**config.mk**
```make
export PLATFORM = sky130hd
export DESIGN_NAME = dmem_wbuf_flat
export DESIGN_NICKNAME = d
export VERILOG_FILES = /design/src/rtl/dmem_wbuf_if.sv /design/src/rtl/dmem_wbuf.sv /design/src/flat_wrapper.sv
export SDC_FILE = /design/constraint.sdc
export NUM_CORES = 1
export LEC_CHECK = 0
export ABC_AREA = 0
export BUFFER_PORTS_ARGS = -buffer_cell sky130_fd_sc_hd__buf_2
export CAP_MARGIN = 0
export CORE_MARGIN = 4
export CORE_UTILIZATION = 38
export CTS_CLUSTER_SIZE = 25
export DETAILED_ROUTE_END_ITERATION = 12
export PLACE_DENSITY_LB_ADDON = 0.1
export SLEW_MARGIN = 40
export SYNTH_ARGS = -nofsm -noshare
export SYNTH_HDL_FRONTEND = slang
export SYNTH_SLANG_ARGS = --single-unit
```
**constraint.sdc**
```tcl
create_clock -name clk -period 3.3 [get_ports clk]
set_input_delay 0.165 -clock clk [delete_from_list [all_inputs] [get_ports clk]]
set_output_delay 0.165 -clock clk [all_outputs]
set_load 0.01 [all_outputs]
```
**src/rtl/dmem_wbuf_if.sv**
```systemverilog
// Core data port and memory write port bundle for the store write buffer.
// The slave modport is the buffer side, and the master modport is the core/memory environment.
interface dmem_wbuf_if;
    logic [31:0] daddr;
    logic [31:0] dwdata;
    logic [3:0]  dwe;
    logic [31:0] drdata;
    logic        stall;
    logic        empty;
    logic [31:0] m_raddr;
    logic [31:0] m_rdata;
    logic        m_valid;
    logic [31:0] m_addr;
    logic [31:0] m_wdata;
    logic [3:0]  m_we;
    logic        m_ready;

    modport slave (
        input  daddr, dwdata, dwe, m_rdata, m_ready,
        output drdata, stall, empty, m_raddr, m_valid, m_addr, m_wdata, m_we
    );

    modport master (
        output daddr, dwdata, dwe, m_rdata, m_ready,
        input  drdata, stall, empty, m_raddr, m_valid, m_addr, m_wdata, m_we
    );
endinterface

```
**src/rtl/dmem_wbuf.sv**
```systemverilog
// Store write buffer: FIFO of byte-lane stores drained to memory, with load forwarding.
// Store visible to memory 1 cycle after enqueue; stall when full, never combinational from m_ready.
module dmem_wbuf #(
    parameter int DEPTH = 4
) (
    input  logic        clk,
    input  logic        reset,
    dmem_wbuf_if.slave  bus
);
    localparam int AW = $clog2(DEPTH);

    typedef struct packed {
        logic [29:0] waddr;
        logic [31:0] data;
        logic [3:0]  be;
    } entry_t;

    entry_t        fifo_q [DEPTH];
    logic [AW-1:0] wptr_q, wptr_d;
    logic [AW-1:0] rptr_q, rptr_d;
    logic [AW:0]   count_q, count_d;

    logic          full;
    logic          enq;
    logic          deq;
    logic [AW-1:0] idx;
    logic [31:0]   fwd;
    entry_t        head;
    logic          unused_ok;

    assign full = (count_q == (AW+1)'(DEPTH));
    assign enq  = reset && (bus.dwe != 4'b0000) && !full;
    assign deq  = (count_q != '0) && bus.m_ready;
    assign head = fifo_q[rptr_q];

    always_comb begin
        wptr_d  = wptr_q;
        rptr_d  = rptr_q;
        count_d = count_q;
        if (enq) begin
            wptr_d = wptr_q + AW'(1);
        end
        if (deq) begin
            rptr_d = rptr_q + AW'(1);
        end
        if (enq && !deq) begin
            count_d = count_q + (AW+1)'(1);
        end else if (deq && !enq) begin
            count_d = count_q - (AW+1)'(1);
        end
    end

    always_ff @(posedge clk or negedge reset) begin
        if (!reset) begin
            wptr_q  <= '0;
            rptr_q  <= '0;
            count_q <= '0;
        end else begin
            wptr_q  <= wptr_d;
            rptr_q  <= rptr_d;
            count_q <= count_d;
        end
    end

    // Entry storage carries no reset: contents are only meaningful under count_q.
    always_ff @(posedge clk) begin
        if (enq) begin
            fifo_q[wptr_q] <= '{waddr: bus.daddr[31:2], data: bus.dwdata, be: bus.dwe};
        end
    end

    // Walk oldest to youngest so the youngest matching entry owns each lane.
    always_comb begin
        fwd = bus.m_rdata;
        idx = '0;
        for (int i = 0; i < DEPTH; i++) begin
            idx = rptr_q + AW'(i);
            if (reset && ((AW+1)'(i) < count_q) && (fifo_q[idx].waddr == bus.daddr[31:2])) begin
                for (int b = 0; b < 4; b++) begin
                    if (fifo_q[idx].be[b]) begin
                        fwd[8*b +: 8] = fifo_q[idx].data[8*b +: 8];
                    end
                end
            end
        end
    end

    assign bus.drdata  = fwd;
    assign bus.stall   = reset && (bus.dwe != 4'b0000) && full;
    assign bus.empty   = (count_q == '0);
    assign bus.m_raddr = {bus.daddr[31:2], 2'b00};
    assign bus.m_valid = (count_q != '0);
    assign bus.m_addr  = {head.waddr, 2'b00};
    assign bus.m_wdata = head.data;
    assign bus.m_we    = head.be;

    assign unused_ok = &{1'b0, bus.daddr[1:0]};
endmodule

```
**src/flat_wrapper.sv**
```systemverilog
// flat-port wrapper written by rule: the top's interface ports become plain ports
module dmem_wbuf_flat 
#(
    parameter int DEPTH = 4
)
  (clk, reset, bus_daddr, bus_dwdata, bus_dwe, bus_m_rdata, bus_m_ready, bus_drdata, bus_stall, bus_empty, bus_m_raddr, bus_m_valid, bus_m_addr, bus_m_wdata, bus_m_we);
  dmem_wbuf_if bus_i ();
  input  logic clk;
  input  logic reset;
  input wire logic [$bits(bus_i.daddr)-1:0] bus_daddr;
  input wire logic [$bits(bus_i.dwdata)-1:0] bus_dwdata;
  input wire logic [$bits(bus_i.dwe)-1:0] bus_dwe;
  input wire logic [$bits(bus_i.m_rdata)-1:0] bus_m_rdata;
  input wire logic [$bits(bus_i.m_ready)-1:0] bus_m_ready;
  output wire logic [$bits(bus_i.drdata)-1:0] bus_drdata;
  output wire logic [$bits(bus_i.stall)-1:0] bus_stall;
  output wire logic [$bits(bus_i.empty)-1:0] bus_empty;
  output wire logic [$bits(bus_i.m_raddr)-1:0] bus_m_raddr;
  output wire logic [$bits(bus_i.m_valid)-1:0] bus_m_valid;
  output wire logic [$bits(bus_i.m_addr)-1:0] bus_m_addr;
  output wire logic [$bits(bus_i.m_wdata)-1:0] bus_m_wdata;
  output wire logic [$bits(bus_i.m_we)-1:0] bus_m_we;
  assign bus_i.daddr = bus_daddr;
  assign bus_i.dwdata = bus_dwdata;
  assign bus_i.dwe = bus_dwe;
  assign bus_i.m_rdata = bus_m_rdata;
  assign bus_i.m_ready = bus_m_ready;
  assign bus_drdata = bus_i.drdata;
  assign bus_stall = bus_i.stall;
  assign bus_empty = bus_i.empty;
  assign bus_m_raddr = bus_i.m_raddr;
  assign bus_m_valid = bus_i.m_valid;
  assign bus_m_addr = bus_i.m_addr;
  assign bus_m_wdata = bus_i.m_wdata;
  assign bus_m_we = bus_i.m_we;
  dmem_wbuf #(.DEPTH(DEPTH)) u_core (.clk(clk), .reset(reset), .bus(bus_i));
endmodule
```
==> results of run 1 <==
registers in the layout (all words and copies together) (netlist names):
name            cells
u_core.fifo_q     264
u_core.wptr_q       2
u_core.count_q      3
u_core.rptr_q       2
cells in the mapped netlist, types with 9 or more instances:
cell	instances	area share
buf_4	51	0.021
o22ai_1	10	0.0034
buf_2	39	0.011
o21ai_1	37	0.010
nor2b_1	19	0.0064
mux2i_1	277	0.15
mux2_2	58	0.035
buf_1	11	0.0022
a311oi_1	20	0.0095
nand4_1	20	0.0068
mux4_2	45	0.055
and2_1	10	0.0034
xnor2_1	81	0.038
a31oi_1	12	0.0041
o21ai_0	45	0.012
a211oi_1	25	0.010
nor2_1	122	0.025
ha_1	9	0.0061
nor4_1	11	0.0037
buf_6	21	0.013
edfxtp_1	264	0.43
inv_1	23	0.0047
a2bb2oi_1	9	0.0043
a21oi_1	72	0.020
clkbuf_1	34	0.0069
a211o_1	15	0.0071
xor2_1	16	0.0076
nand2_1	56	0.011
cells by family after synthesis:
kind of cell	count (synthesis)	synth area share
other cells	1	0.000203
simple gates	284	0.0752
buf+inv	181	0.0596
fa+ha+maj	9	0.00610
mux	381	0.241
xor+xnor	97	0.0460
flops	271	0.439
compound gates	343	0.133
worst max-delay path, cell delays in order, from the launching register on:
cell       delay (ps)
dfrtp_4           510
buf_12            160
buf_12            140
buf_8             130
mux2i_2           160
buf_4             160
a221o_1           350
or4_4             430
a211o_4           420
a2111oi_4         360
buf_12            190
a211oi_1           50
a211o_1           270
o21ai_1           120
buf_2             170
cell usage in the layout (no fill, tap or decap), types with 20 or more instances in the layout:
| master | n |
|---|---|
| mux4_2 | 45 |
| a311oi_2 | 21 |
| o21ai_1 | 41 |
| nor2_1 | 102 |
| clkbuf_16 | 38 |
| a21oi_1 | 70 |
| buf_4 | 295 |
| o21ai_0 | 31 |
| mux2_2 | 58 |
| buf_6 | 25 |
| xnor2_1 | 74 |
| buf_2 | 230 |
| buf_12 | 35 |
| inv_1 | 22 |
| nand4_1 | 20 |
| nand2_1 | 53 |
| dlygate4sd3_1 | 55 |
| edfxtp_1 | 264 |
| mux2i_1 | 256 |
final cells by class:
class                           instances  area (um2)
Clock inverter                         19         230
Sequential cell                       271        8110
Timing Repair Buffer                  657        5240
Fill cell                            4191       22300
Inverter                               23        88.8
Tap cell                              615         769
Multi-Input combinational cell       1120       10200
Clock buffer                           44         951
Antenna cell                            1        2.50
timing repair:
| action | 4_1_cts | 5_1_grt |
|---|---|---|
| setup buffers | 25 | 17 |
| setup endpoints to repair | 55 | 50 |
| cloned | 9 | 2 |
| hold buffers | 55 | 0 |
| resized for setup | 132 | 125 |
| pin swaps | 63 | 38 |
| endpoints found under the hold margin | 204 | 0 |
routing by layer:
| layer | global-route usage | vias to the layer above | part of all wire |
|---|---|---|---|
| li1 | - | 7137 | - |
| met1 | 0.349 | 7795 | 0.45 |
| met2 | 0.393 | 551 | 0.46 |
| met3 | 0.0391 | 103 | 0.067 |
| met4 | 0.0568 | 0 | 0.024 |
| met5 | 0 | - | 0 |
how the worst min path moves through the flow:
stage,from,endpoint,slack [ps],cells past startpoint
after floorplan,reset,u_core.count_q[0],-130,0
after global placement,reset,u_core.count_q[2],180,2
after detailed placement,reset,u_core.count_q[2],180,2
after CTS,bus_daddr[18],u_core.fifo_q[1][52],2,2
after global routing,bus_daddr[20],u_core.fifo_q[3][54],40,1
final,bus_daddr[18],u_core.fifo_q[1][52],30,2
power by group through the flow:
| stage | combinational (mW) | clock [mW] | sequential, mW |
|---|---|---|---|
| floorplan | 7.50 | 0 | 4.86 |
| global placement | 12.5 | 0 | 4.91 |
| detailed placement | 12.5 | 0 | 4.93 |
| CTS | 13.3 | 4.05 | 4.86 |
| global route | 15.0 | 4.17 | 4.91 |
| finish | 14.1 | 3.95 | 4.85 |
==> run_results.csv, run 1 <==
group,metric,value,unit
run_status,status,"finished, violations left",
run_status,violations,"setup timing",
sta,worstMarginPinSlew,670,ps
placed_design,io_buffers,231,
floorplanning,start_util,0.386,
worst_hold_path,min_path_type,"input port to flip-flop",
sta,slew_headroom,0.547,
global_routing,grt_pass1_vias,15719,
detailed_routing,avgViaCountPerCell,5.67,
sta,finalSetupViolCount,32,
clocking,clock_latency,540,ps
sta,setup_ws,-1060,ps
pwr,p_clk_frac,0.172,
critical_path,ff2ff_setup_slack,850,ps
layout,drive_gt1_frac,0.434,
detailed_routing,drt_iter0_markers,1259,
synth,ys_ff_latch,271,
detailed_routing,drc,0,
synth,yosysUniqueCellTypes,78,
sta,fin_crit_sh,1.32,
critical_path,reg2regPathDepth,6,
job,drv_cap,0,
synth,yosysSeqAreaShare,0.439,
placed_design,place_area,22100,um2
placed_design,post-place-ws,-768,ps
floorplanning,num_rows,80,
synth,synth-edff-count,264,
sta,whs,33.9,ps
synth,syn_area_per_cell,11.8,um2
sta,period_minus_slack,4360,ps
layout,fin_cells,2750,
synth,async_flop_share,0.0258,
clocking,cts_tree,"yes",
clocking,clk_path_buf_depth,3,
floorplanning,die_w,228,um
critical_path,end_kind,"output port",
critical_path,arrival,4190,ps
layout,stdcell_area,25600,um2
clocking,cts_buffers,35,
global_routing,antenna_found_initial,1,
detailed_routing,wl,66600,um
sta,rsz0062_at_grt,"true",
floorplanning,die_area,52200,um2
clocking,clk_pin_slew,60,ps
synth,ys.flop_type,"edfxtp_1",
pwr,leakagePower,10.2,nW
pwr,p_comb_frac,0.616,
detailed_routing,ant_nets,0,
global_routing,grtUsageTotal,0.244,
pwr,switching_share,0.407,
critical_path,cp_max_fo,8,
clocking,htreeDepth,2,
sta,slew_violations,0,
critical_path,worstReg2RegEnd,"u_core.fifo_q[0][62]",
critical_path,crit_type,"flip-flop to output port",
critical_path,crit_required,3130,ps
detailed_routing,num_vias,15586,
global_routing,grt_pass1_wl,98200,um
layout,syn_to_final_growth,38.5,%
sta,skew,12.2,ps
floorplanning,core_area,47800,um2
synth,syn_inst,1567,
pwr,total_power,22.9,mW
global_routing,grt-ovfl-total,0,
placed_design,dp_cells,2579,
critical_path,reg2reg_from,"u_core.count_q[0]",
placed_design,gp_congestion,0.974,
placed_design,hpwl,46700,um
pwr,p_sw,9.33,mW
pwr,cellPowerDensity,896,nW/um2
critical_path,startpoint,"u_core.rptr_q[1]",
critical_path,endpoint,"bus_drdata[8]",
pwr,p_int,13.6,mW
synth,synth_warnings,0,
clocking,clkSinkCount,271,
pwr,ir_drop,455,uV
pwr,pwr-share-seq,0.212,
detailed_routing,drt-pass1-iter-count,6,
critical_path,start_kind,"flip-flop",
clocking,cts-root-buf,"clkbuf_16",
floorplanning,pin_count,238,
layout,fin_util,0.534,
floorplanning,die_h,228,um
synth,netlist_area,18500,um2
detailed_routing,wl_per_cell,24.2,um
sta,fmax,229,MHz
sta,fin_setup_tns,-30890,ps
sta,hold_viol_final,0,
layout,fin_nets,2220,
global_routing,grt_max_degree,66,
Note: power is estimated with default switching activity, not from simulation.
==> run 2: changes to the inputs <==
Settings changed: CELL_PAD_IN_SITES_DETAIL_PLACEMENT set to 1, CELL_PAD_IN_SITES_GLOBAL_PLACEMENT set to 2, CORE_UTILIZATION 38 to 36, HOLD_SLACK_MARGIN set to 0.06, SETUP_SLACK_MARGIN set to 0.02.
==> run 2 against run 1 <==
The run still ends with setup timing left. Power rose by 2.2%. Global-route usage is 0.71 points higher. Final cell count is 2.1% higher. Non-clock buffer count unchanged. Critical endpoint is now bus_drdata[5]. Utilization decreased by 2.3 points. Clock power is 5% higher. Clock skew increased by 3.9 ps. First-iteration DRC count is 12% lower. Register-to-register slack got worse by 250 ps. Critical path depth decreased by 2. Critical path type unchanged. Die area up 5.4%. Worst hold slack gained 47 ps.
==> run_results.csv, run 2 (synthesis results as in run 1) <==
group,metric,value,unit
run_status,status,"finished, violations left",
run_status,violations,"setup timing",
layout,drive_gt1_frac,0.438,
sta,skew,16.1,ps
clocking,cts_tree,"yes",
placed_design,gp_congestion,0.909,
global_routing,grt_max_degree,73,
layout,mostFrequentLayoutCell,"buf_4",
job,drv_cap,0,
critical_path,crit_type,"flip-flop to output port",
placed_design,dp_cells,2655,
detailed_routing,wl_per_cell,25.7,um
clocking,clk_path_buf_depth,3,
clocking,cts-root-buf,"clkbuf_16",
pwr,leakagePower,10.2,nW
detailed_routing,num_vias,15776,
layout,fin_nets,2221,
detailed_routing,avgViaCountPerCell,5.62,
floorplanning,pin_count,238,
sta,rsz0062_at_grt,"true",
placed_design,hpwl,52300,um
clocking,clock_latency,540,ps
floorplanning,die_area,55000,um2
global_routing,grt-ovfl-total,0,
sta,fmax,227,MHz
sta,fin_crit_sh,1.33,
global_routing,grt_pass1_wl,104000,um
global_routing,antenna_found_initial,1,
sta,worstMarginPinSlew,690,ps
sta,finalSetupViolCount,32,
clocking,htreeDepth,2,
layout,reg.largest.list,"u_core.fifo_q x264, u_core.count_q x3",
critical_path,start_kind,"flip-flop",
sta,hold_viol_final,0,
critical_path,crit_required,3130,ps
clocking,cts_buffers,36,
critical_path,cp_max_fo,17,
sta,slew_violations,0,
worst_hold_path,min_path_type,"input port to flip-flop",
detailed_routing,wl,72200,um
layout,regMostFlops,"u_core.fifo_q",
floorplanning,die_h,234,um
layout,fin_cells,2807,
sta,setup_ws,-1100,ps
floorplanning,num_rows,82,
floorplanning,core_area,50400,um2
layout,layout_common_cells,"304 x buf_4, 264 x edfxtp_1, 250 x mux2i_1",
layout,fin_util,0.511,
pwr,ir_drop,560,uV
sta,period_minus_slack,4400,ps
floorplanning,start_util,0.366,
detailed_routing,drt_iter0_markers,1103,
layout,largest_reg_flops,264,
critical_path,end_kind,"output port",
global_routing,grtUsageTotal,0.251,
sta,slew_headroom,0.537,
pwr,cellPowerDensity,909,nW/um2
sta,fin_setup_tns,-32150,ps
floorplanning,die_w,234,um
pwr,total_power,23.4,mW
global_routing,grt_pass1_vias,16270,
placed_design,io_buffers,231,
critical_path,arrival,4230,ps
detailed_routing,drt-pass1-iter-count,5,
clocking,clk_pin_slew,60,ps
detailed_routing,drc,0,
detailed_routing,ant_nets,0,
clocking,clkSinkCount,271,
layout,syn_to_final_growth,39.5,%
layout,fillers,5254,
-- run 2: cell count changes in the layout (fill, tap and decap cells not counted), moves of 4 or more --
cell	change
buf_4	+9
mux2i_4	+8
buf_8	-6
mux2i_1	-6
o21ai_1	-6
a211oi_1	+5
a211oi_2	-5
a31oi_1	-5
a31oi_2	+5
o21ai_0	+5
xnor2_1	-5
a311oi_1	+4
a311oi_2	-4
buf_16	-4
-- run 2: through the flow --
stage	setup slack [ps]	hold slack [ps]	instance area [um2]
global route	-1230	70.2	25700
finish	-1100	81.4	25700
floorplan	21.2	-131	18500
detailed placement	-724	225	22400
global placement	-770	210	22400
CTS	-1060	63.9	24600
-- run 2: where the power goes --
group          switching, mW  internal (mW)  leakage [nW]
Combinational           7.74           6.61          7.13
Clock                   1.52           2.62         0.592
Sequential             0.389           4.53          2.50
-- run 2: worst paths after layout --
path | slack (ps) | startpoint | cells past startpoint | to
min | 80 | bus_daddr[22] | 2 | u_core.fifo_q[0][56]
max | -1100 | u_core.rptr_q[1] | 12 | bus_drdata[5]
max in group asynchronous | 2540 | reset | 3 | u_core.rptr_q[0]
min in group asynchronous | 410 | reset | 3 | u_core.rptr_q[1]
max reg2reg | 600 | u_core.count_q[0] | 6 | u_core.fifo_q[3][25]
min reg2reg | 620 | u_core.count_q[0] | 2 | u_core.count_q[0]
-- run 2: what timing repair did --
action | CTS | global route
buffers inserted | 8 | 20
endpoints found under the hold margin | 206 | 0
hold buffers | 52 | 0
resized for setup | 70 | 185
gates cloned | 3 | 5
pin swaps | 10 | 44
endpoints found under the setup margin | 33 | 32
-- run 2: critical path, cell delays in order (launching register included) --
cell      delay, ps
dfrtp_4         560
buf_12          170
mux2_4          310
a221o_1         400
nor4b_4         320
a32oi_2         160
or2_4           360
or4_4           570
buf_12          170
nor2_1          150
a311oi_2         80
o21ai_1         240
buf_2           180
-- run 2: cell type report --
class	count	area, um2	share of cell area
diodes	1	2.50	0.0000972
repair buffers	657	5100	0.198
clock inverters	17	264	0.0103
inverters	23	88.8	0.00345
well taps	672	841	0.0327
multi-input cells	1120	10400	0.403
flip-flops and latches	271	8110	0.315
clock buffers	46	970	0.0377
-- run 2: routing by layer --
layer  global-route usage  share of wire
met1                0.359           0.46
met2                0.394           0.46
met3               0.0499          0.061
met4               0.0640          0.025
met5                    0              0
==> run 3: changes to the inputs <==
Settings changed: CORE_ASPECT_RATIO set to 1.5.
==> run 3 against run 2 <==
Critical endpoint is now bus_drdata[24]. Power down 0.12%. Global-route usage up 0.83 points. Largest power group unchanged. Die area up 0.14%. Combinational power up 6%. Highest routed layer is now met5. Register-to-register slack better by 120 ps. Flip-flop and latch count unchanged. Critical path depth up 1. The flow still finishes with violations (setup timing). Routed wire length up 2.8%.
==> run_results.csv, run 3 (synthesis results as in run 1) <==
group,metric,value,unit
critical_path,crit_required,3130,ps
clocking,cts_tree,"yes",
layout,mostFrequentLayoutCell,"buf_4",
clocking,cts_buffers,28,
sta,setup_ws,-1100,ps
sta,worstMarginPinSlew,916,ps
worst_hold_path,min_path_type,"input port to flip-flop",
clocking,clkSinkCount,271,
layout,regMostFlops,"u_core.fifo_q",
layout,reg.largest.list,"u_core.fifo_q x264, u_core.count_q x3",
detailed_routing,avgViaCountPerCell,5.52,
detailed_routing,dr_wl_met2,40300,um
clocking,cts-root-buf,"clkbuf_16",
layout,drive_gt1_frac,0.469,
global_routing,grt_pass1_wl,108000,um
critical_path,path_buf_inv,4,
critical_path,cp_max_fo,8,
floorplanning,pin_count,238,
placed_design,gp_congestion,0.957,
critical_path,end_kind,"output port",
detailed_routing,wl,74200,um
detailed_routing,top_layer,"met5",
job,drv_cap,0,
clocking,clock_latency,580,ps
clocking,htreeDepth,1,
floorplanning,start_util,0.364,
sta,slew_violations,0,
sta,slew_headroom,0.389,
floorplanning,die_h,285,um
sta,fmax,227,MHz
critical_path,max_stage_delay,610,ps
sta,period_minus_slack,4400,ps
clocking,clk_path_buf_depth,3,
detailed_routing,wl_met1,26700,um
global_routing,antenna_found_initial,2,
layout,syn_to_final_growth,43.5,%
critical_path,crit_type,"flip-flop to output port",
critical_path,crit_chain,"buf_4 > clkbuf_16 > mux2i_2 > a221o_1 > nor4b_4 > a32oi_4 > or2_4 > or4_4 > buf_12 > nor2_4 > a311oi_2 > o21ai_2 > buf_2",
layout,layout_common_cells,"340 x buf_4, 264 x edfxtp_1, 242 x mux2i_1",
pwr,leakagePower,10.6,nW
critical_path,critPathSlowestCell,"or4_4",
global_routing,grt-ovfl-total,0,
critical_path,path_delay_family,"simple AND/OR/NAND/NOR gates",
layout,antennaDiodeCount,0,
sta,fin_crit_sh,1.33,
sta,rsz0062_at_grt,"true",
detailed_routing,route.met3.wl,2610,um
clocking,clk_pin_slew,70,ps
floorplanning,die_w,193,um
placed_design,dp_cells,2684,
global_routing,grtUsageTotal,0.260,
layout,fin_nets,2284,
detailed_routing,num_vias,15812,
sta,skew,21.9,ps
sta,whs,87.8,ps
detailed_routing,wl_per_cell,25.9,um
global_routing,grt_pass1_vias,17454,
critical_path,start_kind,"flip-flop",
run_status,violations,"setup timing",
placed_design,post-place-ws,-843,ps
floorplanning,core_area,50700,um2
floorplanning,die_area,55000,um2
run_status,status,"finished, violations left",
placed_design,io_buffers,231,
global_routing,grt_max_degree,73,
placed_design,hpwl,55400,um
layout,fin_cells,2862,
layout,largest_reg_flops,264,
floorplanning,num_rows,101,
pwr,cellPowerDensity,883,nW/um2
detailed_routing,drt-pass1-iter-count,7,
detailed_routing,drt_iter0_markers,596,
detailed_routing,drc,0,
sta,hold_viol_final,0,
pwr,ir_drop,562,uV
sta,finalSetupViolCount,32,
critical_path,arrival,4230,ps
detailed_routing,ant_nets,0,
-- run 3: what timing repair did --
action | 4_1_cts | 5_1_grt
endpoints found under the setup margin | 43 | 37
cloned | 8 | 5
gates resized for setup | 190 | 158
setup buffers | 35 | 20
hold buffers | 63 | 0
hold endpoints to repair | 245 | 0
pin swaps | 52 | 51
-- run 3: metrics by stage --
step	setup TNS [ps]	power (mW)	cell area, um2	util
2_1_floorplan	0	12.4	18500	-
6_report	-32440	23.4	26500	0.523
3_5_place_dp	-23070	17.9	22700	0.447
5_1_grt	-35930	24.6	26500	0.523
3_3_place_gp	-22390	17.7	22700	0.447
4_1_cts	-32810	22.7	25600	0.505
-- run 3: final cells by class --
type                       instances  area [um2]
fill                            5335       24200
multi-input combinational       1119       10600
sequential                       271        8110
timing repair buffer             729        5940
tap                              669         837
clock buffer                      32         737
clock inverter                    19         213
inverter                          23        88.8
-- run 3: report_power, final --
part	total [mW]	leakage [nW]	switching, mW	internal (mW)
logic	15.2	7.64	7.97	7.21
registers	4.89	2.50	0.361	4.53
clock network	3.32	0.465	1.40	1.92
-- run 3: layer usage --
layer  vias to the layer above  global-route usage
met5                         -                   0
met4                         4               0.132
met3                       176              0.0249
met2                       396               0.499
met1                      7975               0.276
li1                       7261                   -
-- run 3: worst paths after layout --
path / start / endpoint / slack [ps] / cells after the start
worst max register to register: u_core.count_q[0] / u_core.fifo_q[3][41] / 720 / 6
max in group asynchronous: reset / u_core.rptr_q[1] / 2920 / 3
worst max-delay path: u_core.rptr_q[1] / bus_drdata[24] / -1100 / 13
worst min-delay path: bus_daddr[3] / u_core.fifo_q[2][37] / 90 / 2
worst min register to register: u_core.count_q[0] / u_core.count_q[0] / 630 / 2
min in group asynchronous: reset / u_core.count_q[2] / 180 / 3
